--- config.mk ---
export PLATFORM = sky130hd
export DESIGN_NAME = multibank_pingpong_ram
export DESIGN_NICKNAME = d
export VERILOG_FILES = /design/src/rtl/multibank_pingpong_ram.sv
export SDC_FILE = /design/constraint.sdc
export NUM_CORES = 2
export LEC_CHECK = 0
export BUFFER_PORTS_ARGS = -buffer_cell sky130_fd_sc_hd__buf_2
export CORE_UTILIZATION = 50
export DETAILED_ROUTE_END_ITERATION = 7
export PLACE_DENSITY = 0.65
export SETUP_SLACK_MARGIN = 0.02
export SYNTH_ARGS = -nofsm -noshare
export SYNTH_HDL_FRONTEND = slang
export SYNTH_SLANG_ARGS = --single-unit
--- constraint.sdc ---
create_clock -name clk -period 5.5 [get_ports clk]
set_input_delay 0.275 -clock clk [delete_from_list [all_inputs] [get_ports clk]]
set_output_delay 0.275 -clock clk [all_outputs]
set_load 0.02 [all_outputs]
--- src/rtl/multibank_pingpong_ram.sv ---
// multibank_pingpong_ram: circular queue of NUM_BANKS RAM banks. A producer
// fills the bank at wr_ptr while a consumer drains committed banks starting at
// rd_ptr. Each bank records how many words were written before it was
// committed, and misuse of either side raises a sticky error flag.
module multibank_pingpong_ram #(
  parameter int DATA_W    = 16,
  parameter int ADDR_W    = 7,
  parameter int NUM_BANKS = 2,
  localparam int BANK_W   = $clog2(NUM_BANKS),
  localparam int LVL_W    = BANK_W + 1
) (
  input  logic              clk,
  input  logic              rstn,
  input  logic [ADDR_W-1:0] wr_addr,
  input  logic              wr_en,
  input  logic [DATA_W-1:0] wr_data,
  input  logic              wr_finish,
  output logic              wr_ready,
  output logic [BANK_W-1:0] wr_bank,
  input  logic [ADDR_W-1:0] rd_addr,
  input  logic              rd_en,
  output logic [DATA_W-1:0] rd_data,
  output logic              rd_valid,
  input  logic              rd_finish,
  output logic              rd_ready,
  output logic [BANK_W-1:0] rd_bank,
  output logic [ADDR_W:0]   rd_len,
  output logic [LVL_W-1:0]  level,
  output logic              err_wr,
  output logic              err_rd
);

  localparam int DEPTH = 1 << ADDR_W;
  localparam int WORDS = NUM_BANKS * DEPTH;
  localparam logic [ADDR_W:0]  CNT_MAX  = (ADDR_W + 1)'(DEPTH);
  localparam logic [LVL_W-1:0] LVL_FULL = LVL_W'(NUM_BANKS);

  // Word counter increment that sticks at a full bank's worth of writes.
  function automatic logic [ADDR_W:0] sat_inc(input logic [ADDR_W:0] v);
    return (v == CNT_MAX) ? v : v + 1'b1;
  endfunction

  logic [DATA_W-1:0] mem [WORDS];
  logic [BANK_W-1:0] wr_ptr;
  logic [BANK_W-1:0] rd_ptr;
  logic [LVL_W-1:0]  lvl;
  logic [ADDR_W:0]   wr_cnt;
  logic [ADDR_W:0]   len [NUM_BANKS];
  logic [DATA_W-1:0] rd_data_p1;
  logic              vld_p1;
  logic              err_wr_q;
  logic              err_rd_q;

  logic            wr_acc;
  logic            commit;
  logic            rd_acc;
  logic            rel;
  logic [ADDR_W:0] wr_cnt_next;

  // Ready flags depend only on the registered fill level, so no input can
  // reach them combinationally.
  assign wr_ready = (lvl != LVL_FULL);
  assign rd_ready = (lvl != '0);
  assign wr_bank  = wr_ptr;
  assign rd_bank  = rd_ptr;
  assign rd_len   = len[rd_ptr];
  assign level    = lvl;
  assign rd_data  = rd_data_p1;
  assign rd_valid = vld_p1;
  assign err_wr   = err_wr_q;
  assign err_rd   = err_rd_q;

  assign wr_acc      = wr_en & wr_ready;
  assign commit      = wr_finish & wr_ready;
  assign rd_acc      = rd_en & rd_ready;
  assign rel         = rd_finish & rd_ready;
  // A write accepted together with the commit still belongs to the old bank.
  assign wr_cnt_next = wr_acc ? sat_inc(wr_cnt) : wr_cnt;

  // RAM write port; contents are deliberately left untouched by reset.
  always_ff @(posedge clk) begin
    if (wr_acc) mem[{wr_ptr, wr_addr}] <= wr_data;
  end

  // ---- stage p1: registered read port, data held when no read is accepted
  always_ff @(posedge clk or negedge rstn) begin
    if (!rstn) begin
      rd_data_p1 <= '0;
      vld_p1     <= 1'b0;
    end else begin
      vld_p1 <= rd_acc;
      if (rd_acc) rd_data_p1 <= mem[{rd_ptr, rd_addr}];
    end
  end

  // Writer side: word count, bank pointer and per-bank length capture.
  always_ff @(posedge clk or negedge rstn) begin
    if (!rstn) begin
      wr_ptr <= '0;
      wr_cnt <= '0;
      for (int i = 0; i < NUM_BANKS; i++) len[i] <= '0;
    end else if (commit) begin
      len[wr_ptr] <= wr_cnt_next;
      wr_ptr      <= wr_ptr + 1'b1;
      wr_cnt      <= '0;
    end else begin
      wr_cnt <= wr_cnt_next;
    end
  end

  // Reader pointer and fill level; a simultaneous commit and release cancel.
  always_ff @(posedge clk or negedge rstn) begin
    if (!rstn) begin
      rd_ptr <= '0;
      lvl    <= '0;
    end else begin
      if (rel) rd_ptr <= rd_ptr + 1'b1;
      if (commit && !rel)      lvl <= lvl + 1'b1;
      else if (rel && !commit) lvl <= lvl - 1'b1;
    end
  end

  // Sticky protocol-error flags, cleared only by reset.
  always_ff @(posedge clk or negedge rstn) begin
    if (!rstn) begin
      err_wr_q <= 1'b0;
      err_rd_q <= 1'b0;
    end else begin
      if ((wr_en | wr_finish) & ~wr_ready) err_wr_q <= 1'b1;
      if ((rd_en | rd_finish) & ~rd_ready) err_rd_q <= 1'b1;
    end
  end

endmodule

; ---- Word-level counts from Yosys, hierarchy flattened
; Memories as Yosys holds them, arrays and structs flattened. A register that Yosys moved wholly into a read port is not among the register bits.
; Cells that the tools add are included.
[op_classes]
magnitude_cmp = 3
mux = 13
add_sub_neg = 5
n_bitwise = 12
n_eq_ne = 2
n_reduce_logical = 8
[ops]
columns = op, n
row1 = $mux W8, 7
row2 = $bwmux W16, 1
row3 = $add A8 B1 Y8 const B, 1
row4 = $demux W8 S1, 1
row5 = $eq A8 B8 Y1 const B, 1
row6 = $and A1 B1 Y1, 6
row7 = $ge A2 B2 Y1 const B, 2
row8 = $mux W2, 2
row9 = $not A1 Y2, 2
row10 = $reduce_bool A2 Y1, 2
row11 = $logic_and A1 B1 Y1, 3
row12 = $logic_not A1 Y1, 3
row13 = $add A1 B1 Y1 const B, 2
row14 = $add A2 B1 Y2 const B, 1
row15 = $lt A2 B1 Y1 const B, 1
row16 = $mux W1, 2
row17 = $ne A2 B2 Y1 const B, 1
row18 = $not A1 Y1, 2
row19 = $or A1 B1 Y1, 2
row20 = $sub A2 B1 Y2 const B, 1
[word_totals]
in_bits = 36
memories = 1
ramBits = 4096
wordCells = 53
reg_bits = 31
[memory_table]
columns = memory, words, width, rd, rd_clocked_by_memory_dff, write_ports, line_no
row1 = mem, 256, 16, 1, 1, 1, 43  ; logic [DATA_W-1:0] mem [WORDS];

; ---- Logic depth before layout (Yosys ltp)
[depth]
depth_word = 6
mapped_depth = 13
mapped_depth_nobuf = 8

; ---- Least setup slack after synthesis
; Ideal clock, no wire load.
[synth_timing]
kind = flip-flop to flip-flop
start = reg lvl[0], in the netlist level[0]
end = mem mem[175][0], enable pin
path_slack_ps = 2450
required_ps = 5112
period_less_slack_ps = 3050
n_path_buf = 3
stages_incl_launch_ff = 8
arrival_ps = 2662
path_cell_list = dfrtp_1 nand2b_1 and2_1 clkbuf_1 clkbuf_1 nand3_1 clkbuf_1 nor2_1
[synth_between]
elab_chain_len = 4
[synth_rtl]
columns = item, line_no
row1 = "start, declared", 46  ; logic [LVL_W-1:0] lvl;
row2 = "start signal, assigned", 118  ; if (commit && !rel) lvl <= lvl + 1'b1;
row3 = "start signal, assigned", 119  ; else if (rel && !commit) lvl <= lvl - 1'b1;
row4 = $ne A2 B2 Y1, 62  ; assign wr_ready = (lvl != LVL_FULL);
row5 = via wr_ready, 18  ; output logic wr_ready,
row6 = $and A1 B1 Y1, 73  ; assign wr_acc = wr_en & wr_ready;
row7 = $mux W1, 82  ; if (wr_acc) mem[{wr_ptr, wr_addr}] <= wr_data;
row8 = $mux W1 (not written as such), 82
row9 = "end, declared", 43
; The timed path passes the listed nets, and every way through them passes these cells.

; ---- Worst setup path in the final report
[layout_timing]
start = reg lvl[0], in the netlist level[0]
end = mem mem[246][2], enable pin
[layout_between]
elab_chain_len = 4
[layout_rtl]
columns = item, line_no
row1 = $ne A2 B2 Y1, 62
row2 = $and A1 B1 Y1, 73
row3 = $mux W1, 82
row4 = $mux W1 (not written as such), 82
; Every way passes these cells.

==> impl_metrics.ini <==
[outcome]
status = finished with violations
violations = capacitance limit, slew limit

[clocking]
post_cts_resize_count = 0
clockRootBuffer = clkbuf_16
clk_latency_ns = 1.00
clockBufferDepth = 4
clk_pin_slew_worst_paths_ns = 0.06
htreeDepth = 5
clock_sinks = 4143
cts_tree = done
cts_made_buffers = 413

[floorplan]
pin_count = 69
die_y_um = 568
core-area_um2 = 319000
rows = 207
dieWidth_um = 568
start_util = 0.503
dieArea_um2 = 323000

[routing]
route.met2.wl_um = 209000
antenna_left = 0
routed.top_layer = met5
wl_per_cell_um = 36.9
drc = 0
drt-initial-drc-count = 13101
drt_wl_total_um = 468000
routedLengthMet1_um = 177000
drt-pass1-iter-count = 6
met3WireLength_um = 57400
num_vias = 83658
vias_per_cell = 6.60

[pwr]
power_density_nw_per_um2 = 375
leakage_nw = 58.0
internal_power_mw = 52.4
peakVddDrop_mv = 0.384
pwr-share-comb = 0.064
netSwitchingFraction = 0.228
p_seq_frac = 0.519
power_mw = 67.8
p_sw_mw = 15.4
clock_power_share = 0.417

[synth]
ys.flop_type = edfxtp_1
synthTopCellsByCount = 4096 x edfxtp_1, 757 x mux4_2, 561 x mux2i_1
synth-seq-cells = 4143
yosys_warnings = 0
synth_cells = 7605
syn-num-nets = 7644
synth-edff-count = 4096
yosys.area.top_type = edfxtp_1
ys_seq_area_frac = 0.774
synth_area_leaders = edfxtp_1 77%, mux4_2 11%, mux2i_1 3.5%
post-synth-top-count-cell = edfxtp_1
netlist_area_um2 = 160000
async_reset_ff_frac = 0.0113
netlist.area_leader.share = 0.767
ys_types = 76
syn_avg_cell_area_um2 = 21.1

[critical_path]
reg2reg_setup_slack_ns = 1.47
crit_path_end_kind = register
path_class = reg2reg
cp_common_cell = buf_4
crit_chain = nand2b_1 -> and2_1 -> buf_4 -> nand3_1 -> buf_4 -> nor2_1 -> buf_4
cp_max_fo = 16
cpPeakStageDelay_ns = 1.00
critPathBufInv = 3
crit_family = simple AND/OR/NAND/NOR gates
cpMaxStageDelayCell = nor2_1
arrival_ns = 4.69
crit_required_ns = 6.16
start_kind = register

[placed_design]
dp_hpwl_um = 286000
port_buffers = 68
gp_congestion = 0.944

[sta]
hold-worst-slack_ns = 0.0236
fin_tns_setup_ns = 0
rsz0062_at_grt = no
layout_min_cycle_time_ns = 4.03
fin_skew_ns = 0.0811
final-setup-viol-count = 0
hold_viol = 0
fmax_mhz = 248
fin_crit_sh = 0.732
tightest_slew_ns = 1.63
relSlewSlack = -0.0871
slew_violations = 2

[global_routing]
grt_first_pass_wirelength_um = 647000
antenna_found_initial = 34
grt_pass1_vias = 80907
grt_overflow = 0
track_usage = 0.288
grt_max_degree = 189

[finish]
layout-drive-gt1-share = 0.233
nets = 8167
area_growth_pct = 12.9

[flow_run]
max_cap_violations = 2

[min_path]
hold_class = in2reg
through the flow:
stage                     utilization  instance area (um2)  worst slack [ns]  instances
final                           0.568               181000              1.47      12669
after global routing            0.568               181000              1.43      12663
after CTS                       0.568               181000              1.62      12653
after detailed placement        0.525               167000             0.717      11871
after global placement          0.525               167000             0.398      11869
after floorplan                     -               160000              2.45       7605
power by group through the flow:
stage | clock [mW] | combinational, mW | sequential (mW)
2_1_floorplan | 0 | 2.11 | 35.7
3_3_place_gp | 0 | 4.20 | 35.8
3_5_place_dp | 0 | 4.26 | 35.8
4_1_cts | 28.5 | 4.28 | 35.2
5_1_grt | 29.7 | 4.47 | 35.2
6_report | 28.3 | 4.35 | 35.2
registers in the layout (all words and copies together), names as in the netlist, 2 cells and up:
register / count
len: 16
wr_cnt: 8
mem: 4096
rd_data: 16
level: 2
worst paths after layout:
path | startpoint | to | cells past startpoint
worst max-delay path | level[0]$_DFFE_PN0P_ | mem[246][2]$_DFFE_PP_ | 7
worst min-delay path | wr_data[1] | mem[143][1]$_DFFE_PP_ | 1
worst max register to register | level[0]$_DFFE_PN0P_ | mem[246][2]$_DFFE_PP_ | 7
worst min register to register | len[7]$_DFFE_PN0P_ | len[7]$_DFFE_PN0P_ | 2
max in group asynchronous | rstn | rd_data[5]$_DFFE_PN0P_ | 3
min in group asynchronous | rstn | rd_bank$_DFFE_PN0P_ | 3
per-layer routing:
| metal | global-route usage | vias to the layer above |
|---|---|---|
| li1 | - | 32989 |
| met1 | 0.410 | 44200 |
| met2 | 0.429 | 5524 |
| met3 | 0.0673 | 935 |
| met4 | 0.126 | 10 |
| met5 | 0 | - |
repair_timing:
item                      4_1_cts  5_1_grt
buffers inserted                0        0
hold endpoints to repair     1060        0
hold buffers                   20        0
final cells by class:
class | instances | area (um2)
Inverter | 9 | 41.3
Multi-Input combinational cell | 2997 | 33100
Fill cell | 23138 | 138000
Antenna cell | 14 | 35.0
Clock buffer | 493 | 10700
Clock inverter | 269 | 2910
Tap cell | 4180 | 5230
Timing Repair Buffer | 564 | 4850
Sequential cell | 4143 | 124000
kinds of logic after synthesis:
logic type                 after synthesis  synth area share
adders and majority gates                3          0.000234
and+or+nand+nor                        808            0.0224
xor gates and xnor gates                10          0.000546
AOI/OAI and AO/OA                      817            0.0358
muxes                                 1359             0.146
DFF                                   4143             0.774
buffers and inverters                  465            0.0204
cells in the final DEF, fill, tap and decap left out, types with 95 or more instances in the layout:
cell / instances
nand2_1: 207
nor2_1: 319
o21ai_0: 100
edfxtp_1: 4096
mux4_2: 757
mux2i_1: 561
buf_4: 430
clkbuf_16: 416
clkinv_1: 101
o22ai_1: 181
a21oi_1: 95
(Power assumes the default switching activity.)
